[config.mk]
export PLATFORM = sky130hd
export DESIGN_NAME = fetch_sequencer_flat
export DESIGN_NICKNAME = d
export VERILOG_FILES = /design/src/rtl/fetch_sequencer_if.sv /design/src/rtl/fetch_sequencer.sv /design/src/flat_wrapper.sv
export SDC_FILE = /design/constraint.sdc
export NUM_CORES = 1
export LEC_CHECK = 0
export CORE_UTILIZATION = 48
export CTS_CLUSTER_SIZE = 20
export DETAILED_ROUTE_END_ITERATION = 16
export PLACE_DENSITY_LB_ADDON = 0.1
export SLEW_MARGIN = 20
export SYNTH_ARGS = -nofsm -noshare
export SYNTH_HDL_FRONTEND = slang
export SYNTH_SLANG_ARGS = --single-unit
export TNS_END_PERCENT = 50
[constraint.sdc]
create_clock -name MainClock -period 3.3 [get_ports MainClock]
set_input_delay 0.66 -clock MainClock [delete_from_list [all_inputs] [get_ports MainClock]]
set_output_delay 0.66 -clock MainClock [all_outputs]
set_load 0.05 [all_outputs]
[src/rtl/fetch_sequencer_if.sv]
// Bundle of the program-store write port, the program-counter link and the
// execute-stage handshake around the fetch sequencer.
interface fetch_sequencer_if #(
  parameter int DATA_W = 8
);
  logic              Start;
  logic [3:0]        PC;
  logic              ProgWe;
  logic [3:0]        ProgAddr;
  logic [DATA_W-1:0] ProgData;
  logic              InstrReady;
  logic              EnableCount;
  logic              ClearCounter;
  logic [DATA_W-1:0] Instr;
  logic              InstrValid;
  logic              Busy;
  logic              Halted;

  // master: the sequencer itself; slave: counter, loader and execute stage.
  modport master (
    input  Start, PC, ProgWe, ProgAddr, ProgData, InstrReady,
    output EnableCount, ClearCounter, Instr, InstrValid, Busy, Halted
  );

  modport slave (
    output Start, PC, ProgWe, ProgAddr, ProgData, InstrReady,
    input  EnableCount, ClearCounter, Instr, InstrValid, Busy, Halted
  );
endinterface

[src/rtl/fetch_sequencer.sv]
// Instruction-fetch sequencer: reads a 16-word program store at the external
// PC, issues each word over valid/ready and steps the counter once per word.
module fetch_sequencer #(
  parameter int         DATA_W    = 8,
  parameter logic [3:0] HALT_OP   = 4'hF,
  parameter bit         WRAP_HALT = 1'b1
) (
  input logic               MainClock,
  input logic               ClearN,
  fetch_sequencer_if.master bus
);

  typedef enum logic [2:0] {
    IDLE, CLR, FETCH, ISSUE, STEP, HALT
  } stateT;

  stateT             state, stateNext;
  logic [DATA_W-1:0] store [16];
  logic [DATA_W-1:0] instrQ;
  logic              enableCountQ, clearCounterQ, instrValidQ, busyQ, haltedQ;
  logic              progOpen;
  logic [3:0]        opcode;

  assign progOpen = (state == IDLE) || (state == HALT);
  assign opcode   = instrQ[DATA_W-1 -: 4];

  // NOTE: the store must read as all-NOP after reset, so it is a resettable
  // register array rather than a RAM macro that would power up undefined.
  always_ff @(posedge MainClock or negedge ClearN) begin
    if (!ClearN) begin
      for (int i = 0; i < 16; i++) store[i] <= '0;
    end else if (bus.ProgWe && progOpen) begin
      store[bus.ProgAddr] <= bus.ProgData;
    end
  end

  // NOTE: every variable assigned here gets its default first, so no path
  // through the case can leave one unassigned and infer a latch.
  always_comb begin
    stateNext = state;
    unique case (state)
      IDLE:  if (bus.Start) stateNext = CLR;
      CLR:   stateNext = FETCH;
      FETCH: stateNext = ISSUE;
      ISSUE: begin
        if (bus.InstrReady) begin
          if (opcode == HALT_OP)                  stateNext = HALT;
          else if (bus.PC == 4'hF && WRAP_HALT)   stateNext = HALT;
          else                                    stateNext = STEP;
        end
      end
      STEP:  stateNext = FETCH;
      HALT:  if (bus.Start) stateNext = CLR;
      default: stateNext = IDLE;
    endcase
  end

  // Outputs are flops loaded from the next state, so the counter strobes
  // never see decode glitches from a multi-bit state transition.
  // NOTE: sequential state uses non-blocking assignments so all flops update
  // together from pre-edge values.
  always_ff @(posedge MainClock or negedge ClearN) begin
    if (!ClearN) begin
      state         <= IDLE;
      instrQ        <= '0;
      enableCountQ  <= 1'b0;
      clearCounterQ <= 1'b0;
      instrValidQ   <= 1'b0;
      busyQ         <= 1'b0;
      haltedQ       <= 1'b0;
    end else begin
      state         <= stateNext;
      enableCountQ  <= (stateNext == STEP);
      clearCounterQ <= (stateNext == CLR);
      instrValidQ   <= (stateNext == ISSUE);
      busyQ         <= (stateNext == CLR) || (stateNext == FETCH) ||
                       (stateNext == ISSUE) || (stateNext == STEP);
      haltedQ       <= (stateNext == HALT);
      if (state == FETCH) instrQ <= store[bus.PC];
    end
  end

  assign bus.EnableCount  = enableCountQ;
  assign bus.ClearCounter = clearCounterQ;
  assign bus.Instr        = instrQ;
  assign bus.InstrValid   = instrValidQ;
  assign bus.Busy         = busyQ;
  assign bus.Halted       = haltedQ;

endmodule

[src/flat_wrapper.sv]
// flat-port wrapper written by rule: the top's interface ports become plain ports
module fetch_sequencer_flat 
#(
  parameter int         DATA_W    = 8,
  parameter logic [3:0] HALT_OP   = 4'hF,
  parameter bit         WRAP_HALT = 1'b1
)
  (MainClock, ClearN, bus_Start, bus_PC, bus_ProgWe, bus_ProgAddr, bus_ProgData, bus_InstrReady, bus_EnableCount, bus_ClearCounter, bus_Instr, bus_InstrValid, bus_Busy, bus_Halted);
  fetch_sequencer_if #(.DATA_W(DATA_W)) bus_i ();
  input logic MainClock;
  input logic ClearN;
  input wire logic [$bits(bus_i.Start)-1:0] bus_Start;
  input wire logic [$bits(bus_i.PC)-1:0] bus_PC;
  input wire logic [$bits(bus_i.ProgWe)-1:0] bus_ProgWe;
  input wire logic [$bits(bus_i.ProgAddr)-1:0] bus_ProgAddr;
  input wire logic [$bits(bus_i.ProgData)-1:0] bus_ProgData;
  input wire logic [$bits(bus_i.InstrReady)-1:0] bus_InstrReady;
  output wire logic [$bits(bus_i.EnableCount)-1:0] bus_EnableCount;
  output wire logic [$bits(bus_i.ClearCounter)-1:0] bus_ClearCounter;
  output wire logic [$bits(bus_i.Instr)-1:0] bus_Instr;
  output wire logic [$bits(bus_i.InstrValid)-1:0] bus_InstrValid;
  output wire logic [$bits(bus_i.Busy)-1:0] bus_Busy;
  output wire logic [$bits(bus_i.Halted)-1:0] bus_Halted;
  assign bus_i.Start = bus_Start;
  assign bus_i.PC = bus_PC;
  assign bus_i.ProgWe = bus_ProgWe;
  assign bus_i.ProgAddr = bus_ProgAddr;
  assign bus_i.ProgData = bus_ProgData;
  assign bus_i.InstrReady = bus_InstrReady;
  assign bus_EnableCount = bus_i.EnableCount;
  assign bus_ClearCounter = bus_i.ClearCounter;
  assign bus_Instr = bus_i.Instr;
  assign bus_InstrValid = bus_i.InstrValid;
  assign bus_Busy = bus_i.Busy;
  assign bus_Halted = bus_i.Halted;
  fetch_sequencer #(.DATA_W(DATA_W), .HALT_OP(HALT_OP), .WRAP_HALT(WRAP_HALT)) u_core (.MainClock(MainClock), .ClearN(ClearN), .bus(bus_i));
endmodule
[Yosys cells after proc, flatten, opt, wreduce, memory -nomap -nowiden]
Cells that the tools add are included.
Cells by class
  $lt $le $gt $ge: 3
  equality and inequality tests: 12
  reductions and logical operators: 9
  bitwise logic cells: 2
  muxes and demuxes: 11
Operators by type and width (count)
  $bwmux W128: 1
  $bmux W8 S4: 1
  $demux W8 S4: 1
  $mux W8: 3
  $eq A3 B2 Y1 const B: 4
  $eq A3 B3 Y1 const B: 4
  $pmux W3 S4: 1
  $ge A5 B5 Y1 const B: 2
  $not A4 Y5: 2
  $mux W3: 3
  $eq A4 B4 Y1 const B: 2
  $eq A3 B1 Y1 const B: 2
  $lt A5 B1 Y1 const B: 1
  $logic_or A1 B1 Y1: 4
  $reduce_or A2 Y1: 2
  $logic_not A3 Y1: 1
  $logic_and A1 B1 Y1: 2
  $mux W1: 1
Word-level totals
  register bits: 144
  word-level logic and storage cells: 60
  output and inout port bits: 13

[Depth between registers and ports, before layout]
Gate-level depths: netlist of the first run.
  depth after elaboration: 9
  depth in mapped cells: 8

[Least setup slack after synthesis of the first run]
OpenSTA, ideal clock, no wires.
  kind: input port to flip-flop
  start: in bus_PC[1]
  end: reg u_core.instrQ[6] (netlist: u_core.bus.Instr[6])
  data arrival time: 1.988 ns
  slack: 1.186 ns
  data required time: 3.174 ns
  library setup time: 0.126 ns
  stages on the path: 6
  cell sequence: buf_6 > buf_2 > mux4_2 > or2_2 > nand3_1 > nand3_1
On the way
  cells in the longest elaborated chain, start to end: 4
Ends and longest elaborated chain
  start: declaration: line flat_wrapper.sv:13  | input wire logic [$bits(bus_i.PC)-1:0] bus_PC;
  $not A4 Y5 (not written as such): line fetch_sequencer.sv:79  | if (state == FETCH) instrQ <= store[bus.PC];
  $bmux W8 S4: line fetch_sequencer.sv:79
  $mux W8 (not written as such) (2 in a row): line fetch_sequencer.sv:79
  end signal: assignment: line fetch_sequencer.sv:79
  end: declaration: line fetch_sequencer.sv:19  | logic [DATA_W-1:0] instrQ;
No other way between the ends. The select of a mux whose other input is x is not followed.
A chain may end at the register's enable or synchronous reset.

[Final worst setup path of the first run]
  start: reg u_core.instrQ[7] (netlist: u_core.bus.Instr[7])
  end: out bus_Instr[7]
RTL lines
  end: declaration: line flat_wrapper.sv:20  | output wire logic [$bits(bus_i.Instr)-1:0] bus_Instr;
No word-level cell between the ends.

==> impl_metrics.ini, run 1 <==
[status]
outcome = complete, no violations

[power]
ir_worst_vdd_mv = 0.5309
leakage_nw = 3.646
p_per_area_nw_per_um2 = 861.4

[clock_tree]
cts_setup_buffers = 0
h-tree-depth = 4
clk_pin_slew_ns = 0.06
clk-insertion-delay-late_ns = 0.42
tritoncts = done
cts_resized = 0
cts_buffer_depth = 2
cts_hold_buf = 0
ctsRootBufferMaster = clkbuf_16
clkSinkCount = 144
cts_buffers = 17

[synth]
yosysSeqAreaShare_pct = 53.96
synth_top_flop_cell = dfrtp_1
ys_types = 45
synth_area_um2 = 6678
syn_inst = 432
synth.avg_cell_area_um2 = 15.46
synth_top_area_share_pct = 53.96
synth_area_leaders = dfrtp_1 54%, mux2_2 20%, mux4_2 7.8%
synth_common_cells = 144 x dfrtp_1, 119 x mux2_2, 23 x mux4_2, 16 x mux2_4, 15 x clkbuf_1
synth-seq-cells = 144
synth_edf_count = 0
syn-num-nets = 453
synthArstFlopShare_pct = 100.0
synth_area_leader_cell = dfrtp_1
yosys_warnings = 0
synth_most_common_cell = dfrtp_1

[critical_path]
cpPeakStageDelay_ns = 0.84
critPathMaxFanout = 3
arrival_ns = 1.72
cp_data_required_time_ns = 2.64
cp_slowest_cell = clkdlybuf4s50_1
crit_path_start_kind = flop
crit_family = buffers and inverters
cp-end-kind = primary output
cp_cell_sequence = clkdlybuf4s50_1
path_buf_inv = 1
crit_type = flop to primary output

[layout]
nets = 488
regArea_um2 = 3603
multi_input_area_um2 = 2909
fillers = 1070
drive_above_1_share_pct = 46.67
antenna_cells = 0
area_delta_synth_final_pct = 16.53

[sta]
setup_viol_count_final = 0
rsz0062_at_grt = no
fmax_mhz = 420.7
fin_setup_tns_ns = 0
whs_ns = 0.1821
slew_headroom_pct = 53.75
tightest_slew_ns = 0.6937
hold_violations = 0
finClkSkew_ns = 0.005799
layout_setup_ws_ns = 0.9232
slew_violations = 0
period_needed_ns = 2.377
finalCritPeriodShare_pct = 72.02

[job]
maxCapViolCount = 0

[global_routing]
first_global_vias = 4079
grt_overflow = 0
antenna_found_initial = 0
grt_pass1_wl_um = 23950
grt_max_degree = 58
grt_use_total_pct = 23.17

[min_path]
hp-class = input port to async pin

[die]
die_h_um = 120.0
dieArea_um2 = 14390
die_width_um = 120.0
design.core.area_um2 = 13400
io_pins = 34
start_util_pct = 49.83
num_rows = 42

[route]
dr.first_iter.drc_count = 271
routedWlPerCell_um = 22.82
vias = 3856
ant_nets = 0
remaining_drc_errors = 0
routed_wl_um = 14970
viasPerCell = 5.878
firstDrtPassIters = 4

[place]
gp_congestion = 0.7459
io_buffers = 33
pre_cts_slack_ns = 0.5985
dpl.hpwl_um = 9559
## final timing paths
check	startpoint	endpoint	slack (ns)	cells past startpoint
worst max-delay path	u_core.bus.Instr[7]	bus_Instr[7]	0.92	1
worst min-delay path	ClearN	u_core.store[126]	0.18	1
worst max register to register	u_core.state[0]	u_core.store[17]	1.14	4
worst min register to register	u_core.store[39]	u_core.store[39]	0.50	1
max in group asynchronous	ClearN	u_core.store[28]	2.28	2
min in group MainClock	u_core.store[39]	u_core.store[39]	0.50	1
## per-layer routing
metal  routed length [um]  vias up  global-route usage, %
li1                     -     1687                      -
met1                 6874     2072                  31.81
met2                 7175       78                  35.81
met3                  647       19                  5.941
met4                  270        0                  7.891
met5                    0        -                      0
## through the flow
step	util [%]	std cells	power [W]	instance area [um2]
2_1_floorplan	-	432	0.004214	6678
3_3_place_gp	53.50	624	0.004651	7169
3_5_place_dp	53.50	624	0.004735	7169
4_1_cts	58.07	656	0.006748	7781
5_1_grt	58.07	656	0.007048	7781
6_report	58.07	656	0.006703	7781
## flip-flops by register name, indices dropped and copies added, names as in the netlist
| name | flops |
|---|---|
| u_core.bus.Halted | 1 |
| u_core.bus.InstrValid | 1 |
| u_core.bus.EnableCount | 1 |
| u_core.bus.ClearCounter | 1 |
| u_core.store | 128 |
| u_core.state | 3 |
| u_core.bus.Instr | 8 |
| u_core.bus.Busy | 1 |
## cell families (layout without fill, tap and decap cells)
| family | after synthesis | in the layout | share of synthesized area, % |
|---|---|---|---|
| mux | 169 | 169 | 34.78 |
| flops | 144 | 144 | 53.96 |
| simple gates | 57 | 57 | 5.734 |
| buf+inv | 31 | 79 | 2.473 |
| compound gates | 29 | 29 | 2.679 |
| xor+xnor | 2 | 2 | 0.3748 |
## power breakdown
group,internal (W),total (W),leakage [nW],switching [W]
Sequential,0.00250,0.00289,1.93,0.000392
Combinational,0.00105,0.00181,1.42,0.000763
Clock,0.00127,0.00200,0.299,0.000727
## layout by cell type, fill, tap and decap left out, types with 2 or more instances in the layout
master,count
o21ai_1,5
mux2i_1,4
a21oi_1,3
dfrtp_1,144
nand3_1,5
clkinv_2,6
a22oi_1,7
clkdlybuf4s50_1,30
nand2_1,4
bufinv_16,4
or3_1,2
nand4_1,3
nor2b_1,8
clkinvlp_4,2
buf_2,2
buf_12,2
clkbuf_1,2
o21ai_0,9
nand4b_2,2
nand2b_1,2
nand3b_2,2
inv_1,4
nor2_2,9
mux4_2,23
mux2_4,16
clkbuf_16,17
nor2_1,6
buf_4,8
mux2_2,119
mux4_1,7
or2_2,2
## final cells by class
class | count | area share (%)
clock buffers | 20 | 5.740
clock inverters | 12 | 2.123
well taps | 176 | 2.830
multi-input cells | 257 | 37.39
repair buffers | 43 | 5.419
inverters | 4 | 0.1930
flip-flops and latches | 144 | 46.31
Note: power is estimated with default switching activity, not from simulation.
==> run 2, diff against run 1 <==
==> constraint.sdc (replaced) <==
create_clock -name MainClock -period 2 [get_ports MainClock]
set_input_delay 0.4 -clock MainClock [delete_from_list [all_inputs] [get_ports MainClock]]
set_output_delay 0.4 -clock MainClock [all_outputs]
set_load 0.05 [all_outputs]
==> run 2 against run 1 <==
Effect of this change:
- final area grew 5.8%
- count of clock-buffer cells in the layout decreased by 2
- sequential cell count did not move
- non-clock buffer count grew 37
- die area stayed put
- register-to-register slack lost 1.0 ns
- critical path depth unchanged
- clock power up 53%
- largest power group unchanged
==> impl_metrics.ini, run 2 (synthesis gave the netlist of run 1 again) <==
[layout]
final_util_pct = 61.42
largest_register_ffs = 128
multi_input_area_um2 = 2912
nets = 525
final_common_cell = dfrtp_1
regMostFlops = u_core.store
antenna_cells = 0
fillers = 1026
area_delta_synth_final_pct = 23.25
finalNonFillerCells = 693
drive_above_1_share_pct = 50.87
regArea_um2 = 3603
final_cell_mix = 144 x dfrtp_1, 119 x mux2_2, 28 x buf_4

[place]
gp_congestion = 0.8195
dpl.hpwl_um = 10370
dp_cells = 660
io_buffers = 33

[sta]
hold_violations = 0
rsz0062_at_grt = no
finalCritPeriodShare_pct = 97.03
tightest_slew_ns = 0.5748
period_needed_ns = 1.941
slew_violations = 0
slew_headroom_pct = 61.56
fin_setup_tns_ns = 0
setup_viol_count_final = 0
fmax_mhz = 515.3
finClkSkew_ns = 0.008104

[critical_path]
cp_data_required_time_ns = 1.60
crit_family = buffers and inverters
arrival_ns = 1.54
ff2ff_path_depth = 5
r2r-end = u_core.store[90]
rrSetupSlack_ns = 0.13
cpPeakStageDelay_ns = 0.79
cp-end-kind = primary output
rr_startpoint = u_core.state[0]
crit_type = flop to primary output
path_buf_inv = 1
cp_slowest_cell = clkdlybuf4s50_1
crit_path_start_kind = flop
critPathMaxFanout = 1
cp_cell_sequence = clkdlybuf4s50_1

[global_routing]
grt-busiest-layer = met2
grtUsageMet3_pct = 5.561
grtUsageMet1_pct = 31.21
grt_overflow = 0
first_global_vias = 4265
grt_pass1_wl_um = 24490
antenna_found_initial = 0
grt_max_degree = 48
grt_use_total_pct = 23.60
grt_util_met2_pct = 37.54

[status]
outcome = complete, no violations

[clock_tree]
tritoncts = done
clkSinkCount = 144
clk_pin_slew_ns = 0.06
clk-insertion-delay-late_ns = 0.42
cts_buffers = 17
cts_buffer_depth = 2
h-tree-depth = 4
ctsRootBufferMaster = clkbuf_16

[route]
vias = 3957
dr.first_iter.drc_count = 148
routed_wl_um = 15250
routedWlPerCell_um = 22.00
firstDrtPassIters = 5
viasPerCell = 5.710
remaining_drc_errors = 0
ant_nets = 0

[die]
die_width_um = 120.0
die_h_um = 120.0
dieArea_um2 = 14390
io_pins = 34
start_util_pct = 49.83
design.core.area_um2 = 13400
num_rows = 42

[power]
p_per_area_nw_per_um2 = 1325
ir_worst_vdd_mv = 0.6215
total_power_w = 0.01091
leakage_nw = 3.898

[job]
maxCapViolCount = 0

[min_path]
hp-class = input port to async pin
run 2: changes by cell type in the layout (fill, tap and decap cells not counted), sizes merged, moves of 3 or more:
cell / previous run / this run
buf: 13 / 50
clkdlybuf4s50: 30 / 22
dlygate4sd2: 0 / 6
inv: 4 / 8
bufinv: 4 / 1
clkinvlp: 2 / 5
run 2: worst max path at each step:
stage | cells after the start | endpoint | slack [ns] | start
after floorplan | 6 | u_core.bus.Instr[6] | 0.15 | bus_PC[1]
after detailed placement | 5 | u_core.store[16] | -0.12 | bus_ProgAddr[1]
final | 1 | bus_ClearCounter | 0.06 | u_core.bus.ClearCounter
after global placement | 6 | u_core.store[89] | -0.11 | bus_ProgWe
after global routing | 1 | bus_ClearCounter | 0.006 | u_core.bus.ClearCounter
after CTS | 1 | bus_Instr[2] | 0.01 | u_core.bus.Instr[2]
run 2: cell type report:
class | instances | share of cell area (%)
Timing Repair Buffer | 80 | 11.02
Multi-Input combinational cell | 257 | 35.38
Clock inverter | 14 | 1.627
Clock buffer | 18 | 5.336
Inverter | 4 | 0.1824
Tap cell | 176 | 2.676
Sequential cell | 144 | 43.78
run 2: repair_timing:
item	4_1_cts	5_1_grt
gates resized for setup	6	2
hold buffers	1	0
setup buffers	0	0
endpoints found under the hold margin	43	0
setup endpoints to repair	6	2
run 2: layer usage:
| layer | vias to the layer above | wire [um] |
|---|---|---|
| met1 | 2095 | 6959 |
| met5 | - | 0 |
| met3 | 16 | 582 |
| met2 | 86 | 7499 |
| li1 | 1760 | - |
| met4 | 0 | 206 |
run 2: metrics by stage:
step	hold WS, ns	setup WS (ns)	cell area [um2]
2_1_floorplan	0.1044	0.1458	6678
3_3_place_gp	0.3635	-0.1138	7650
3_5_place_dp	0.3706	-0.1209	7650
4_1_cts	0.4915	0.01345	8225
5_1_grt	0.5071	0.006369	8230
6_report	0.4830	0.05936	8230
run 2: power by group:
group | internal (W) | total, W | leakage (nW) | switching, W
Clock | 0.00176 | 0.00305 | 0.266 | 0.00129
Combinational | 0.00180 | 0.00312 | 1.71 | 0.00132
Sequential | 0.00412 | 0.00474 | 1.93 | 0.000617
Total | 0.00768 | 0.0109 | 3.90 | 0.00323
==> run 3, diff against run 2 <==
--- a/config.mk
+++ b/config.mk
@@ -8,6 +8,7 @@
 export CORE_UTILIZATION = 48
 export CTS_CLUSTER_SIZE = 20
 export DETAILED_ROUTE_END_ITERATION = 16
+export HOLD_SLACK_MARGIN = 0.06
 export PLACE_DENSITY_LB_ADDON = 0.1
 export SLEW_MARGIN = 20
 export SYNTH_ARGS = -nofsm -noshare
==> results of run 3 <==
Same layout as run 2: the final DEF is identical, and so are final timing and power.
